--- src/rtl/cfntt_pkg.sv ---
// Shared definitions for the conflict-free NTT datapath: default sizes,
// butterfly port codes and the address-generator FSM states.
package cfntt_pkg;

    localparam int LOGN_DEF   = 8;
    localparam int WB_LAT_DEF = 8;

    typedef enum logic [1:0] {
        PORT_U0 = 2'b00,
        PORT_V0 = 2'b01,
        PORT_U1 = 2'b10,
        PORT_V1 = 2'b11
    } port_e;

    typedef enum logic [1:0] {
        ST_IDLE = 2'b00,
        ST_RUN  = 2'b01,
        ST_GAP  = 2'b10,
        ST_DONE = 2'b11
    } state_e;

endpackage

--- src/rtl/cfntt_addr_gen_if.sv ---
// Control/address bundle between the NTT address generator and the
// bank RAMs plus input/output routing networks.
interface cfntt_addr_gen_if
    import cfntt_pkg::*;
#(
    parameter int LOGN = LOGN_DEF
);

    logic            start;
    logic            busy;
    logic            done;
    logic            rd_en;
    logic [LOGN-3:0] rd_addr [4];
    logic [1:0]      sel_a   [4];
    logic [LOGN-1:0] tw_idx_0;
    logic [LOGN-1:0] tw_idx_1;
    logic            wr_en;
    logic [LOGN-3:0] wr_addr [4];
    logic [1:0]      sel_w   [4];

    modport master (
        input  start,
        output busy, done, rd_en, rd_addr, sel_a, tw_idx_0, tw_idx_1,
               wr_en, wr_addr, sel_w
    );

    modport slave (
        output start,
        input  busy, done, rd_en, rd_addr, sel_a, tw_idx_0, tw_idx_1,
               wr_en, wr_addr, sel_w
    );

endinterface

--- src/rtl/cfntt_bank_map.sv ---
// Coefficient index -> {bank, row}. Top bit plus parity spreads every
// butterfly pair of a stage across all four banks.
module cfntt_bank_map
    import cfntt_pkg::*;
#(
    parameter int LOGN = LOGN_DEF
) (
    input  logic [LOGN-1:0] i_idx,
    output logic [1:0]      o_bank,
    output logic [LOGN-3:0] o_addr
);

    assign o_bank = {i_idx[LOGN-1], ^i_idx};
    assign o_addr = i_idx[LOGN-2:1];

endmodule

--- src/rtl/cfntt_addr_gen.sv ---
// Stage/cycle sequencer for the 2-butterfly, 4-bank in-place NTT: read
// addresses, twiddle indices and routing selects, plus delayed write-back.
module cfntt_addr_gen
    import cfntt_pkg::*;
#(
    parameter int LOGN   = LOGN_DEF,
    parameter int WB_LAT = WB_LAT_DEF
) (
    input  logic            clk,
    input  logic            rst_n,
    cfntt_addr_gen_if.master bus
);

    localparam int AW = LOGN - 2;
    localparam int SW = $clog2(LOGN);
    localparam int GW = (WB_LAT > 1) ? $clog2(WB_LAT) : 1;
    localparam int DW = 1 + 4 * AW + 8;

    state_e          r_state;
    state_e          w_nextState;
    logic [SW-1:0]   r_stage;
    logic [AW-1:0]   r_cycle;
    logic [GW-1:0]   r_gap;
    logic            w_lastCycle;
    logic            w_lastGap;
    logic            w_lastStage;

    logic            w_rdEnNext;
    logic            w_busyNext;
    logic            w_doneNext;

    logic [SW-1:0]   w_shift;
    logic [LOGN-1:0] w_d;
    logic [LOGN-1:0] w_mask;
    logic [LOGN-1:0] w_b0;
    logic [LOGN-1:0] w_b1;
    logic [LOGN-1:0] w_j0;
    logic [LOGN-1:0] w_j1;
    logic [LOGN-1:0] w_tw0;
    logic [LOGN-1:0] w_tw1;
    logic [LOGN-1:0] w_portIdx  [4];
    logic [1:0]      w_portBank [4];
    logic [AW-1:0]   w_portAddr [4];
    logic [AW-1:0]   w_bankAddr [4];
    port_e           w_bankSel  [4];

    logic            r_rdEn;
    logic            r_busy;
    logic            r_done;
    logic [AW-1:0]   r_rdAddr [4];
    logic [1:0]      r_selA   [4];
    logic [LOGN-1:0] r_tw0;
    logic [LOGN-1:0] r_tw1;

    logic [DW-1:0]   r_dly [WB_LAT];
    logic [DW-1:0]   w_dlyIn;
    logic [DW-1:0]   w_dlyOut;

    assign w_lastCycle = &r_cycle;
    assign w_lastGap   = (r_gap == GW'(WB_LAT - 1));
    assign w_lastStage = (r_stage == SW'(LOGN - 1));

    always_ff @(posedge clk or negedge rst_n) begin
        if (!rst_n) begin
            r_state <= ST_IDLE;
        end else begin
            r_state <= w_nextState;
        end
    end

    always_comb begin
        w_nextState = r_state;
        case (r_state)
            ST_IDLE: if (bus.start)  w_nextState = ST_RUN;
            ST_RUN:  if (w_lastCycle) w_nextState = ST_GAP;
            ST_GAP:  if (w_lastGap)   w_nextState = w_lastStage ? ST_DONE : ST_RUN;
            ST_DONE: w_nextState = ST_IDLE;
            default: w_nextState = ST_IDLE;
        endcase
    end

    always_comb begin
        w_rdEnNext = (r_state == ST_RUN);
        w_busyNext = (r_state == ST_RUN) || (r_state == ST_GAP);
        w_doneNext = (r_state == ST_DONE);
    end

    // Counters fall back to zero whenever their state is left, so an aborted
    // or finished transform always restarts from stage 0, cycle 0.
    always_ff @(posedge clk or negedge rst_n) begin
        if (!rst_n) begin
            r_stage <= '0;
            r_cycle <= '0;
            r_gap   <= '0;
        end else begin
            r_cycle <= (r_state == ST_RUN && !w_lastCycle) ? r_cycle + 1'b1 : '0;
            r_gap   <= (r_state == ST_GAP && !w_lastGap) ? r_gap + 1'b1 : '0;
            if (r_state == ST_GAP && w_lastGap) begin
                r_stage <= w_lastStage ? '0 : r_stage + 1'b1;
            end
        end
    end

    // Butterfly index j is the butterfly number with a zero inserted at bit t;
    // its partner sits at distance d = 2^t.
    always_comb begin
        w_shift = SW'(LOGN - 1) - r_stage;
        w_d     = LOGN'(1) << w_shift;
        w_mask  = w_d - LOGN'(1);
        w_b0    = {2'b00, r_cycle};
        w_b1    = {2'b01, r_cycle};
        w_j0    = ((w_b0 & ~w_mask) << 1) | (w_b0 & w_mask);
        w_j1    = ((w_b1 & ~w_mask) << 1) | (w_b1 & w_mask);
        w_portIdx[0] = w_j0;
        w_portIdx[1] = w_j0 | w_d;
        w_portIdx[2] = w_j1;
        w_portIdx[3] = w_j1 | w_d;
        w_tw0 = (LOGN'(1) << r_stage) + ((w_j0 >> w_shift) >> 1);
        w_tw1 = (LOGN'(1) << r_stage) + ((w_j1 >> w_shift) >> 1);
    end

    for (genvar p = 0; p < 4; p++) begin : g_map
        cfntt_bank_map #(.LOGN(LOGN)) u_map (
            .i_idx  (w_portIdx[p]),
            .o_bank (w_portBank[p]),
            .o_addr (w_portAddr[p])
        );
    end

    always_comb begin
        for (int m = 0; m < 4; m++) begin
            w_bankAddr[m] = '0;
            w_bankSel[m]  = PORT_U0;
        end
        for (int p = 0; p < 4; p++) begin
            w_bankAddr[w_portBank[p]] = w_portAddr[p];
            w_bankSel[w_portBank[p]]  = port_e'(p[1:0]);
        end
    end

    // Read-side outputs only move on a read cycle and hold otherwise.
    always_ff @(posedge clk or negedge rst_n) begin
        if (!rst_n) begin
            r_rdEn <= 1'b0;
            r_busy <= 1'b0;
            r_done <= 1'b0;
            r_tw0  <= '0;
            r_tw1  <= '0;
            for (int m = 0; m < 4; m++) begin
                r_rdAddr[m] <= '0;
                r_selA[m]   <= '0;
            end
        end else begin
            r_rdEn <= w_rdEnNext;
            r_busy <= w_busyNext;
            r_done <= w_doneNext;
            if (w_rdEnNext) begin
                r_tw0 <= w_tw0;
                r_tw1 <= w_tw1;
                for (int m = 0; m < 4; m++) begin
                    r_rdAddr[m] <= w_bankAddr[m];
                    r_selA[m]   <= w_bankSel[m];
                end
            end
        end
    end

    assign w_dlyIn = {r_rdEn, r_rdAddr[3], r_rdAddr[2], r_rdAddr[1], r_rdAddr[0],
                      r_selA[3], r_selA[2], r_selA[1], r_selA[0]};

    always_ff @(posedge clk or negedge rst_n) begin
        if (!rst_n) begin
            for (int i = 0; i < WB_LAT; i++) begin
                r_dly[i] <= '0;
            end
        end else begin
            r_dly[0] <= w_dlyIn;
            for (int i = 1; i < WB_LAT; i++) begin
                r_dly[i] <= r_dly[i-1];
            end
        end
    end

    assign w_dlyOut = r_dly[WB_LAT-1];

    assign bus.busy     = r_busy;
    assign bus.done     = r_done;
    assign bus.rd_en    = r_rdEn;
    assign bus.tw_idx_0 = r_tw0;
    assign bus.tw_idx_1 = r_tw1;
    assign bus.wr_en    = w_dlyOut[DW-1];

    for (genvar m = 0; m < 4; m++) begin : g_out
        assign bus.rd_addr[m] = r_rdAddr[m];
        assign bus.sel_a[m]   = r_selA[m];
        assign bus.wr_addr[m] = w_dlyOut[8 + m*AW +: AW];
        assign bus.sel_w[m]   = w_dlyOut[2*m +: 2];
    end

endmodule
--- src/flat_wrapper.sv ---
// flat-port wrapper written by rule: the top's interface ports become plain ports
module cfntt_addr_gen_flat import cfntt_pkg::*;
#(
    parameter int LOGN   = LOGN_DEF,
    parameter int WB_LAT = WB_LAT_DEF
)
  (clk, rst_n, bus_start, bus_busy, bus_done, bus_rd_en, bus_rd_addr, bus_sel_a, bus_tw_idx_0, bus_tw_idx_1, bus_wr_en, bus_wr_addr, bus_sel_w);
  cfntt_addr_gen_if #(.LOGN(LOGN)) bus_i ();
  input  logic clk;
  input  logic rst_n;
  input wire logic [$bits(bus_i.start)-1:0] bus_start;
  output wire logic [$bits(bus_i.busy)-1:0] bus_busy;
  output wire logic [$bits(bus_i.done)-1:0] bus_done;
  output wire logic [$bits(bus_i.rd_en)-1:0] bus_rd_en;
  output wire logic [$bits(bus_i.rd_addr)-1:0] bus_rd_addr;
  output wire logic [$bits(bus_i.sel_a)-1:0] bus_sel_a;
  output wire logic [$bits(bus_i.tw_idx_0)-1:0] bus_tw_idx_0;
  output wire logic [$bits(bus_i.tw_idx_1)-1:0] bus_tw_idx_1;
  output wire logic [$bits(bus_i.wr_en)-1:0] bus_wr_en;
  output wire logic [$bits(bus_i.wr_addr)-1:0] bus_wr_addr;
  output wire logic [$bits(bus_i.sel_w)-1:0] bus_sel_w;
  assign bus_i.start = bus_start;
  assign bus_busy = bus_i.busy;
  assign bus_done = bus_i.done;
  assign bus_rd_en = bus_i.rd_en;
  assign bus_rd_addr = {>>{bus_i.rd_addr}};
  assign bus_sel_a = {>>{bus_i.sel_a}};
  assign bus_tw_idx_0 = bus_i.tw_idx_0;
  assign bus_tw_idx_1 = bus_i.tw_idx_1;
  assign bus_wr_en = bus_i.wr_en;
  assign bus_wr_addr = {>>{bus_i.wr_addr}};
  assign bus_sel_w = {>>{bus_i.sel_w}};
  cfntt_addr_gen #(.LOGN(LOGN), .WB_LAT(WB_LAT)) u_core (.clk(clk), .rst_n(rst_n), .bus(bus_i));
endmodule
--- config.mk ---
export PLATFORM = sky130hd
export DESIGN_NAME = cfntt_addr_gen_flat
export DESIGN_NICKNAME = d
export VERILOG_FILES = /design/src/rtl/cfntt_pkg.sv /design/src/rtl/cfntt_addr_gen_if.sv /design/src/rtl/cfntt_bank_map.sv /design/src/rtl/cfntt_addr_gen.sv /design/src/flat_wrapper.sv
export SDC_FILE = /design/constraint.sdc
export NUM_CORES = 1
export LEC_CHECK = 0
export BUFFER_PORTS_ARGS = -buffer_cell sky130_fd_sc_hd__buf_4
export CAP_MARGIN = 20
export CELL_PAD_IN_SITES_DETAIL_PLACEMENT = 1
export CELL_PAD_IN_SITES_GLOBAL_PLACEMENT = 1
export CORE_ASPECT_RATIO = 0.5
export CORE_MARGIN = 2
export CORE_UTILIZATION = 47
export DETAILED_ROUTE_END_ITERATION = 16
export HOLD_SLACK_MARGIN = 0.08
export PLACE_DENSITY_LB_ADDON = 0.25
export SETUP_SLACK_MARGIN = 0.5
export SYNTH_ARGS = -nofsm -noshare
export SYNTH_HDL_FRONTEND = slang
export SYNTH_SLANG_ARGS = --single-unit
--- constraint.sdc ---
create_clock -name clk -period 4.15 [get_ports clk]
set_input_delay 0.83 -clock clk [delete_from_list [all_inputs] [get_ports clk]]
set_output_delay 0.83 -clock clk [all_outputs]
set_load 0.02 [all_outputs]
==> flow_summary_export.csv, run 1 <==
group,metric,value,unit
outcome,outcome,"finished, final reports clean",
global_route,grt_pass1_wl,38800,µm
synthesis,synth_compound_area_share,8.98,%
layout,multiInputGateArea,0.00271,mm²
synthesis,synth_warnings,0,
sta,final.setup.tns,0,ns
synthesis,synth_enable_flop_cells,0,
floorplan,dieArea,0.0254,mm²
sta,skew,0.0273,ns
layout,fin_nets,890,
layout,antenna_cells,0,
synthesis,synth.distinct_cells,68,
sta,slew_viol_final,0,
synthesis,synthXorXnorAreaFrac,3.30,%
placed_design,placed_area,0.0122,mm²
synthesis,async_reset_ff_share,100,%
synthesis,synth-simple-area-share,6.65,%
pwr,power_leakage,6.30,nW
synthesis,synthAdderAreaFrac,2.79,%
worst_setup_path,r2r_slack,0.67,ns
route,vias,6300,
clock_network,cts_hold_buf,0,
floorplan,fp-row-count,40,
route,wire_per_inst,20.3,µm
clock_network,cts_inserted_buffers,27,
synthesis,yosys_most_used_dff,"dfrtp_1",
sta,setup_violations,0,
route,drc,0,
clock_network,h-tree-depth,1,
layout,area.sequential,0.00824,mm²
pwr,cellPowerDensity,703,mW/mm²
worst_setup_path,end_kind,"flip-flop",
global_route,antenna_found_initial,0,
layout,fill_cells,2293,
floorplan,die_width,223,µm
synthesis,synth_nets,811,
worst_setup_path,reg2regPathDepth,13,
synthesis,syn-cell-area,0.0113,mm²
worst_setup_path,timing.rr.start,"u_core.r_stage[0]$_DFFE_PN0P_",
placed_design,io_buffers,86,
global_route,track_usage,19.9,%
pwr,ir_drop,0.258,mV
sta,period_share,83.8,%
placed_design,place_congestion,0.844,
sta,max_freq,287,MHz
sta,fin_crit,3.48,ns
sta,tightest_slew,0.753,ns
worst_setup_path,r2r-end,"u_core.bus.tw_idx_1[5]$_DFFE_PN0P_",
route,vias_per_cell,5.26,
clock_network,root_buffer,"clkbuf_16",
clock_network,clock_path_buffers,3,
floorplan,ios,87,
placed_design,hpwl,15500,µm
layout,layout-drive-gt1-share,23.8,%
floorplan,die_h,114,µm
clock_network,clk_pin_slew_worst_paths,0.07,ns
worst_setup_path,arrival,3.94,ns
floorplan,start_util,47.5,%
sta,slew_headroom,49.8,%
clock_network,clkSinkCount,329,
floorplan,coreArea,0.0238,mm²
sta,rsz0062_at_grt,"true",
global_route,grt_start_max_net_pins,104,
route,dr.first_iter.drc_count,340,
synthesis,syn_avg_cell_area,14.4,µm²
synthesis,synth_top_family_by_area,"compound AO/OA/AOI/OAI gates",
worst_setup_path,crit_type,"flip-flop to flip-flop",
global_route,grt_overflow,0,
worst_setup_path,startpoint_type,"flip-flop",
route,drt_pass1_iterations,4,
route,drt_wl_total,24300,µm
clock_network,cts_tree,"done",
sta,hold_violations,0,
synthesis,ys_seq_elements,329,
layout,area_growth_syn_to_layout,17.1,%
min_path,hold_class,"input pin to asynchronous set/reset pin",
route,ant_nets,0,
synthesis,syn_inst,784,
worst_setup_path,crit_required,4.61,ns
synthesis,synth_seq_area_share,72.9,%
synthesis,synth_mux_area_share,1.57,%
worst_setup_path,worstPathMaxFanout,6,
clock_network,clk_latency,0.58,ns
global_route,grt_pass1_vias,6979,
flow_run,drv_cap,0,
layout,final_cell_area,0.0132,mm²
metal layers:
| layer | part of all wire (%) | GRT usage (%) | vias to the layer above |
|---|---|---|---|
| li1 | - | - | 2794 |
| met1 | 43 | 26.2 | 3333 |
| met2 | 51 | 34.4 | 129 |
| met3 | 3.5 | 3.84 | 44 |
| met4 | 2.7 | 5.28 | 0 |
| met5 | 0 | 0 | - |
kinds of logic (layout without fill, tap and decap cells):
logic type | Yosys count | after routing
flip-flops | 329 | 329
AND/OR/NAND/NOR | 163 | 163
AO/OA/AOI/OAI | 145 | 145
buffers and inverters | 78 | 177
XOR/XNOR | 30 | 30
adder cells (fa/ha/maj) | 24 | 24
multiplexers | 15 | 15
Yosys cell counts, types with 10 or more instances:
master    instances  area [µm²]
clkbuf_1         20        75.1
inv_1            16        60.1
ha_1             22         275
nor2_1           63         236
xor2_1           10        87.6
xnor2_1          11        96.3
a21oi_1          34         170
buf_4            34         255
o21ai_0          25         125
a31o_2           10        87.6
nand2_1          40         150
dfrtp_1         329        8230
area by class of cell:
cell class / instances / area share (%)
Clock buffer: 37 / 5.92
Sequential cell: 329 / 62.2
Clock inverter: 12 / 1.35
Multi-Input combinational cell: 377 / 20.5
Inverter: 17 / 0.482
Timing Repair Buffer: 111 / 6.54
Tap cell: 315 / 2.98
sequential cells by signal, summed over array words and instances, names as in the netlist:
register	flops
u_core.bus.busy	1
u_core.bus.done	1
u_core.bus.rd_addr	24
u_core.bus.rd_en	1
u_core.bus.sel_a	8
u_core.bus.tw_idx_0	8
u_core.bus.tw_idx_1	8
u_core.r_cycle	6
u_core.r_dly	231
u_core.r_gap	3
u_core.r_stage	3
u_core.r_state	2
u_core.w_dlyOut	33
how the worst max path moves through the flow:
stage	from	to	slack [ns]	cells past startpoint
2_1_floorplan	u_core.r_stage[2]$_DFFE_PN0P_	u_core.bus.tw_idx_1[6]$_DFFE_PN0P_	0.54	17
3_5_place_dp	u_core.r_stage[0]$_DFFE_PN0P_	u_core.bus.tw_idx_1[6]$_DFFE_PN0P_	0.37	15
3_3_place_gp	u_core.r_stage[1]$_DFFE_PN0P_	u_core.bus.tw_idx_1[6]$_DFFE_PN0P_	0.53	15
4_1_cts	u_core.r_stage[1]$_DFFE_PN0P_	u_core.bus.tw_idx_1[6]$_DFFE_PN0P_	0.49	15
6_report	u_core.r_stage[0]$_DFFE_PN0P_	u_core.bus.tw_idx_1[5]$_DFFE_PN0P_	0.67	13
5_1_grt	u_core.r_stage[0]$_DFFE_PN0P_	u_core.bus.tw_idx_1[6]$_DFFE_PN0P_	0.46	16
layout by cell type (no fill, tap or decap), types with 16 or more instances in the layout:
master     netlist  layout
nand2_1         40      39
clkbuf_16        0      27
dfrtp_1        329     327
nor2_1          63      61
ha_1            22      18
inv_1           16      16
buf_4           34     108
a21oi_1         34      31
o21ai_0         25      22
metrics by stage:
stage          setup slack [ns]  hold slack (ns)  total power [mW]  cells  util [%]
2_1_floorplan             0.537            0.331              5.80    784         -
3_3_place_gp              0.535            0.331              6.40   1148      51.2
3_5_place_dp              0.374            0.336              6.55   1148      51.2
4_1_cts                   0.491            0.293              9.41   1197      55.4
5_1_grt                   0.460            0.307              9.76   1198      55.7
6_report                  0.671            0.255              9.30   1198      55.7
critical path, cell delays in order (launching register included):
cell and delay (ns):
dfrtp_2 0.46, ha_2 0.23, ha_1 0.23, xnor2_2 0.20, a21o_1 0.22, buf_4 0.15, mux4_2 0.47, o2bb2ai_1 0.16
ha_1 0.33, a21oi_2 0.18, o21ai_0 0.15, a31oi_1 0.23, xnor2_1 0.09, mux2_2 0.27
where the power goes:
part	switching [mW]	total, mW	leakage [nW]	internal [mW]
Clock	1.18	2.76	0.481	1.58
Sequential	0.448	4.70	4.17	4.25
Combinational	1.14	1.84	1.65	0.702
repair_timing:
action                                 in CTS  in global routing
setup endpoints to repair                   5                 20
resized for setup                           4                 20
pin swaps                                   1                  3
setup buffers                               0                  1
endpoints found under the hold margin       0                  0
Power figures use the tool's default switching activity.
==> run 2: changes to the inputs <==
==> constraint.sdc (replaced) <==
create_clock -name clk -period 3.4 [get_ports clk]
set_input_delay 0.68 -clock clk [delete_from_list [all_inputs] [get_ports clk]]
set_output_delay 0.68 -clock clk [all_outputs]
set_load 0.02 [all_outputs]
==> flow_summary_export.csv, run 2 (synthesis results as in run 1) <==
group,metric,value,unit
worst_setup_path,crit_type,"flip-flop to flip-flop",
floorplan,ios,87,
sta,skew,0.0205,ns
layout,utilization,62.4,%
worst_setup_path,worstPathMaxFanout,5,
worst_setup_path,timing.rr.start,"u_core.r_stage[1]$_DFFE_PN0P_",
global_route,grt_pass1_wl,44600,µm
global_route,grt_pass1_vias,7519,
clock_network,clock_path_buffers,3,
route,drc,0,
sta,tightest_slew,0.921,ns
global_route,grt_start_max_net_pins,101,
route,wire_per_inst,25.0,µm
pwr,power_leakage,6.97,nW
sta,rsz0062_at_grt,"true",
worst_setup_path,arrival,3.83,ns
pwr,p_sw_share,32.5,%
sta,max_freq,302,MHz
sta,fin_crit,3.32,ns
worst_setup_path,end_kind,"flip-flop",
worst_setup_path,r2r_slack,0.08,ns
clock_network,cts_inserted_buffers,27,
layout,fin_nets,978,
layout,antenna_cells,0,
worst_setup_path,worstSetupStartpoint,"u_core.r_stage[1]$_DFFE_PN0P_",
floorplan,die_h,114,µm
sta,fin_ws,0.0845,ns
worst_setup_path,crit_required,3.91,ns
layout,final_common_cell,"dfrtp_1",
flow_run,drv_cap,0,
sta,slew_headroom,38.0,%
global_route,track_usage,23.4,%
clock_network,root_buffer,"clkbuf_16",
placed_design,pre_cts_ws,0.0624,ns
sta,hold_violations,0,
layout,final_cell_area,0.0148,mm²
floorplan,start_util,47.5,%
clock_network,clkSinkCount,329,
layout,layout-drive-gt1-share,40.1,%
worst_setup_path,r2r-end,"u_core.bus.rd_addr[3]$_DFFE_PN0P_",
worst_setup_path,reg2regPathDepth,14,
layout,regMostFlops,"u_core.r_dly",
clock_network,h-tree-depth,1,
pwr,switchingPower,4.09,mW
global_route,antenna_found_initial,1,
pwr,intPower,8.50,mW
route,vias,7028,
layout,final_cell_count_no_fill,1286,
sta,period_share,97.5,%
clock_network,clk_latency,0.59,ns
floorplan,dieArea,0.0254,mm²
sta,slew_viol_final,0,
placed_design,io_buffers,86,
global_route,grt_overflow,0,
layout,mostFrequentLayoutCells,"dfrtp_1, buf_4, nor2_1, buf_6, nand2_1",
worst_setup_path,cp-endpoint,"u_core.bus.rd_addr[3]$_DFFE_PN0P_",
placed_design,place_congestion,0.860,
route,dr.first_iter.drc_count,475,
pwr,power,12.6,mW
sta,holdWs,0.159,ns
min_path,hold_class,"input pin to asynchronous set/reset pin",
route,ant_nets,0,
placed_design,hpwl,16200,µm
pwr,combPwrFrac,26.7,%
placed_design,placed_cells,1168,
placed_design,placed_area,0.0124,mm²
pwr,ir_drop,0.487,mV
clock_network,cts_tree,"done",
clock_network,clk_pin_slew_worst_paths,0.07,ns
floorplan,die_width,223,µm
route,drt_wl_total,32200,µm
sta,final.setup.tns,0,ns
layout,largest_reg_flops,231,
layout,area_growth_syn_to_layout,31.3,%
route,vias_per_cell,5.47,
pwr,cellPowerDensity,849,mW/mm²
clock_network,cts_hold_buf,0,
route,drt_pass1_iterations,5,
pwr,pwr-share-clk,27.1,%
outcome,outcome,"finished, final reports clean",
sta,setup_violations,0,
pwr,p_seq_share,46.2,%
worst_setup_path,startpoint_type,"flip-flop",
floorplan,fp-row-count,40,
floorplan,coreArea,0.0238,mm²
==> run 2: cell count changes in the layout (fill, tap and decap cells not counted), moves of 7 or more <==
cell,delta
nand2_1,-7
buf_4,+44
o21ai_0,-10
nor2_1,-10
nor2_4,+7
a21oi_1,-9
buf_6,+38
a211oi_1,-7
o21ai_2,+8
==> run 2: per-layer routing <==
layer / GRT usage [%] / wire length [µm]
met5: 0 / 13
met4: 8.72 / 1600
met3: 3.92 / 1560
met2: 39.8 / 16200
met1: 30.7 / 12800
==> run 2: final cells by class <==
| type | count | area, µm² |
|---|---|---|
| Timing Repair Buffer | 199 | 1750 |
| Fill cell | 2195 | 8940 |
| Tap cell | 315 | 394 |
| Clock inverter | 13 | 188 |
| Clock buffer | 36 | 749 |
| Multi-Input combinational cell | 377 | 3440 |
| Inverter | 17 | 70.1 |
| Sequential cell | 329 | 8230 |
==> run 2: power groups by stage <==
stage | Sequential [mW] | Combinational, mW | Clock (mW)
floorplan | 5.80 | 1.27 | 0
global placement | 5.65 | 2.21 | 0
detailed placement | 5.81 | 2.28 | 0
CTS | 5.81 | 2.78 | 3.45
global route | 5.94 | 3.49 | 3.63
finish | 5.82 | 3.36 | 3.41
==> run 2: critical path, cell delays in order, from the launching register on <==
cell	delay, ns
dfrtp_2	0.44
ha_4	0.18
buf_6	0.11
buf_6	0.11
ha_4	0.16
buf_6	0.12
nand2b_4	0.13
mux2i_1	0.21
xor2_1	0.20
xnor3_2	0.40
buf_6	0.18
xnor2_4	0.17
nand4_1	0.33
o221ai_2	0.33
a31o_2	0.17
==> run 2: repair_timing <==
| item | 4_1_cts | 5_1_grt |
|---|---|---|
| setup endpoints to repair | 41 | 46 |
| pin swaps | 45 | 54 |
| buffers inserted | 45 | 23 |
| cloned | 0 | 1 |
| resized for setup | 102 | 91 |
==> run 2: worst min-delay path by stage <==
stage / endpoint / slack [ns] / cells past startpoint
3_5_place_dp: u_core.r_dly[172]$_DFF_PN0_ / 0.34 / 0
2_1_floorplan: u_core.r_dly[100]$_DFF_PN0_ / 0.33 / 0
3_3_place_gp: u_core.r_dly[70]$_DFF_PN0_ / 0.33 / 0
4_1_cts: u_core.r_dly[230]$_DFF_PN0_ / 0.18 / 1
5_1_grt: u_core.r_dly[230]$_DFF_PN0_ / 0.21 / 1
6_report: u_core.r_dly[230]$_DFF_PN0_ / 0.16 / 1
==> run 3: changes to the inputs <==
--- a/config.mk
+++ b/config.mk
@@ -12,6 +12,7 @@
 export CORE_ASPECT_RATIO = 0.5
 export CORE_MARGIN = 2
 export CORE_UTILIZATION = 47
+export CTS_BUF_LIST = sky130_fd_sc_hd__clkbuf_8
 export DETAILED_ROUTE_END_ITERATION = 16
 export HOLD_SLACK_MARGIN = 0.08
 export PLACE_DENSITY_LB_ADDON = 0.25
==> flow_summary_export.csv, run 3 (synthesis results as in run 1) <==
group,metric,value,unit
outcome,outcome,"finished, final reports clean",
sta,period_share,92.4,%
placed_design,io_buffers,86,
layout,final_cell_count_no_fill,1284,
clock_network,root_buffer,"clkbuf_8",
pwr,ir_drop,0.461,mV
route,drc,0,
clock_network,clk_pin_slew_worst_paths,0.07,ns
layout,area_growth_syn_to_layout,26.4,%
min_path,hold_class,"input pin to asynchronous set/reset pin",
placed_design,placed_cells,1168,
global_route,grt_pass1_wl,39300,µm
layout,regMostFlops,"u_core.r_dly",
worst_setup_path,startpoint_type,"flip-flop",
sta,tightest_slew,1.05,ns
placed_design,placed_area,0.0124,mm²
worst_setup_path,end_kind,"flip-flop",
clock_network,h-tree-depth,2,
layout,final_common_cell,"dfrtp_1",
clock_network,clk_latency,0.57,ns
route,dr.first_iter.drc_count,401,
sta,slew_headroom,29.5,%
route,ant_nets,0,
worst_setup_path,arrival,3.61,ns
layout,final_cell_area,0.0143,mm²
global_route,grt_overflow,0,
flow_run,drv_cap,0,
pwr,switchingPower,3.51,mW
pwr,p_seq_share,50.5,%
sta,final.setup.tns,0,ns
placed_design,hpwl,16200,µm
floorplan,die_h,114,µm
route,drt_pass1_iterations,4,
global_route,grt_pass1_vias,7176,
sta,slew_viol_final,0,
sta,hold_violations,0,
pwr,intPower,7.80,mW
worst_setup_path,worstPathMaxFanout,3,
sta,setup_violations,0,
route,wire_per_inst,19.7,µm
global_route,grt_start_max_net_pins,101,
layout,fin_nets,969,
floorplan,die_width,223,µm
sta,holdWs,0.149,ns
sta,skew,0.0320,ns
placed_design,place_congestion,0.860,
sta,rsz0062_at_grt,"true",
global_route,track_usage,20.1,%
layout,antenna_cells,0,
worst_setup_path,crit_type,"flip-flop to flip-flop",
clock_network,cts_tree,"done",
clock_network,cts_inserted_buffers,44,
pwr,combPwrFrac,24.4,%
layout,largest_reg_flops,231,
floorplan,dieArea,0.0254,mm²
clock_network,clock_path_buffers,3,
worst_setup_path,crit_required,3.87,ns
floorplan,fp-row-count,40,
pwr,p_sw_share,31.1,%
route,vias_per_cell,5.15,
floorplan,coreArea,0.0238,mm²
clock_network,clkSinkCount,329,
sta,fin_crit,3.14,ns
floorplan,start_util,47.5,%
sta,max_freq,318,MHz
route,drt_wl_total,25300,µm
layout,layout-drive-gt1-share,37.8,%
pwr,cellPowerDensity,792,mW/mm²
pwr,power_leakage,6.79,nW
route,vias,6607,
pwr,pwr-share-clk,25.1,%
global_route,antenna_found_initial,0,
floorplan,ios,87,
layout,mostFrequentLayoutCells,"dfrtp_1, buf_4, nor2_1, clkbuf_8, nand2_1",
==> run 3: cell types whose count changed in the layout (fill, tap and decap cells not counted), moves of 4 or more <==
cell       previous run  this run
clkbuf_1              5         0
inv_1                11        26
clkbuf_16            28         0
nor2_1               51        56
buf_6                38        10
clkinv_2              6         2
clkbuf_8              4        50
==> run 3: power by group through the flow <==
stage / clock, mW / sequential [mW] / combinational (mW)
2_1_floorplan: 0 / 5.80 / 1.27
3_3_place_gp: 0 / 5.65 / 2.21
3_5_place_dp: 0 / 5.81 / 2.28
4_1_cts: 2.96 / 5.74 / 2.49
5_1_grt: 3.13 / 5.85 / 2.94
6_report: 2.84 / 5.71 / 2.76
==> run 3: path summary, 6_finish.rpt <==
check	start	to	slack (ns)	depth (start not counted)
max	u_core.r_stage[1]$_DFFE_PN0P_	u_core.bus.tw_idx_1[5]$_DFFE_PN0P_	0.26	13
min reg2reg	u_core.r_dly[222]$_DFF_PN0_	u_core.r_dly[189]$_DFF_PN0_	0.34	0
max in group asynchronous	rst_n	u_core.w_dlyOut[29]$_DFF_PN0_	2.33	2
min in group clk	u_core.r_dly[222]$_DFF_PN0_	u_core.r_dly[189]$_DFF_PN0_	0.34	0
min	rst_n	u_core.r_dly[230]$_DFF_PN0_	0.15	1
max reg2reg	u_core.r_stage[1]$_DFFE_PN0P_	u_core.bus.tw_idx_1[5]$_DFFE_PN0P_	0.26	13
==> run 3: critical path, stage by stage (launching register included) <==
cell       delay (ns)
dfrtp_1          0.42
ha_2             0.23
ha_4             0.18
xnor2_4          0.13
a21o_1           0.18
buf_4            0.14
mux4_2           0.48
o2bb2ai_2        0.14
ha_1             0.34
a21oi_2          0.18
o21ai_2          0.09
a31oi_2          0.18
xnor2_1          0.08
mux2_4           0.26
==> run 3: routing by layer <==
metal	vias up	GRT usage, %	share of wire [%]
met5	-	0	0
li1	2962	-	-
met1	3458	27.0	43
met3	50	4.07	4.4
met4	0	6.62	2.5
met2	137	33.4	50
==> run 3: per-stage QoR <==
stage                     worst slack (ns)  util [%]  power, mW
after floorplan                      0.135         -       7.07
after global placement               0.175      52.4       7.87
after detailed placement            0.0624      52.4       8.09
after CTS                            0.248      58.0       11.2
after global routing                 0.107      60.1       11.9
final                                0.259      60.1       11.3
==> run 3: cell type report <==
cell class | instances | area, µm²
Timing Repair Buffer | 173 | 1450
Multi-Input combinational cell | 377 | 3290
Fill cell | 2233 | 9500
Inverter | 17 | 72.6
Tap cell | 315 | 394
Clock buffer | 50 | 688
Clock inverter | 23 | 145
Sequential cell | 329 | 8230
==> run 3: timing repair <==
item,CTS,global route
hold endpoints to repair,0,0
resized for setup,67,68
pin swaps,36,34
hold buffers,0,0
cloned,1,0
buffers inserted,27,15
endpoints found under the setup margin,39,44
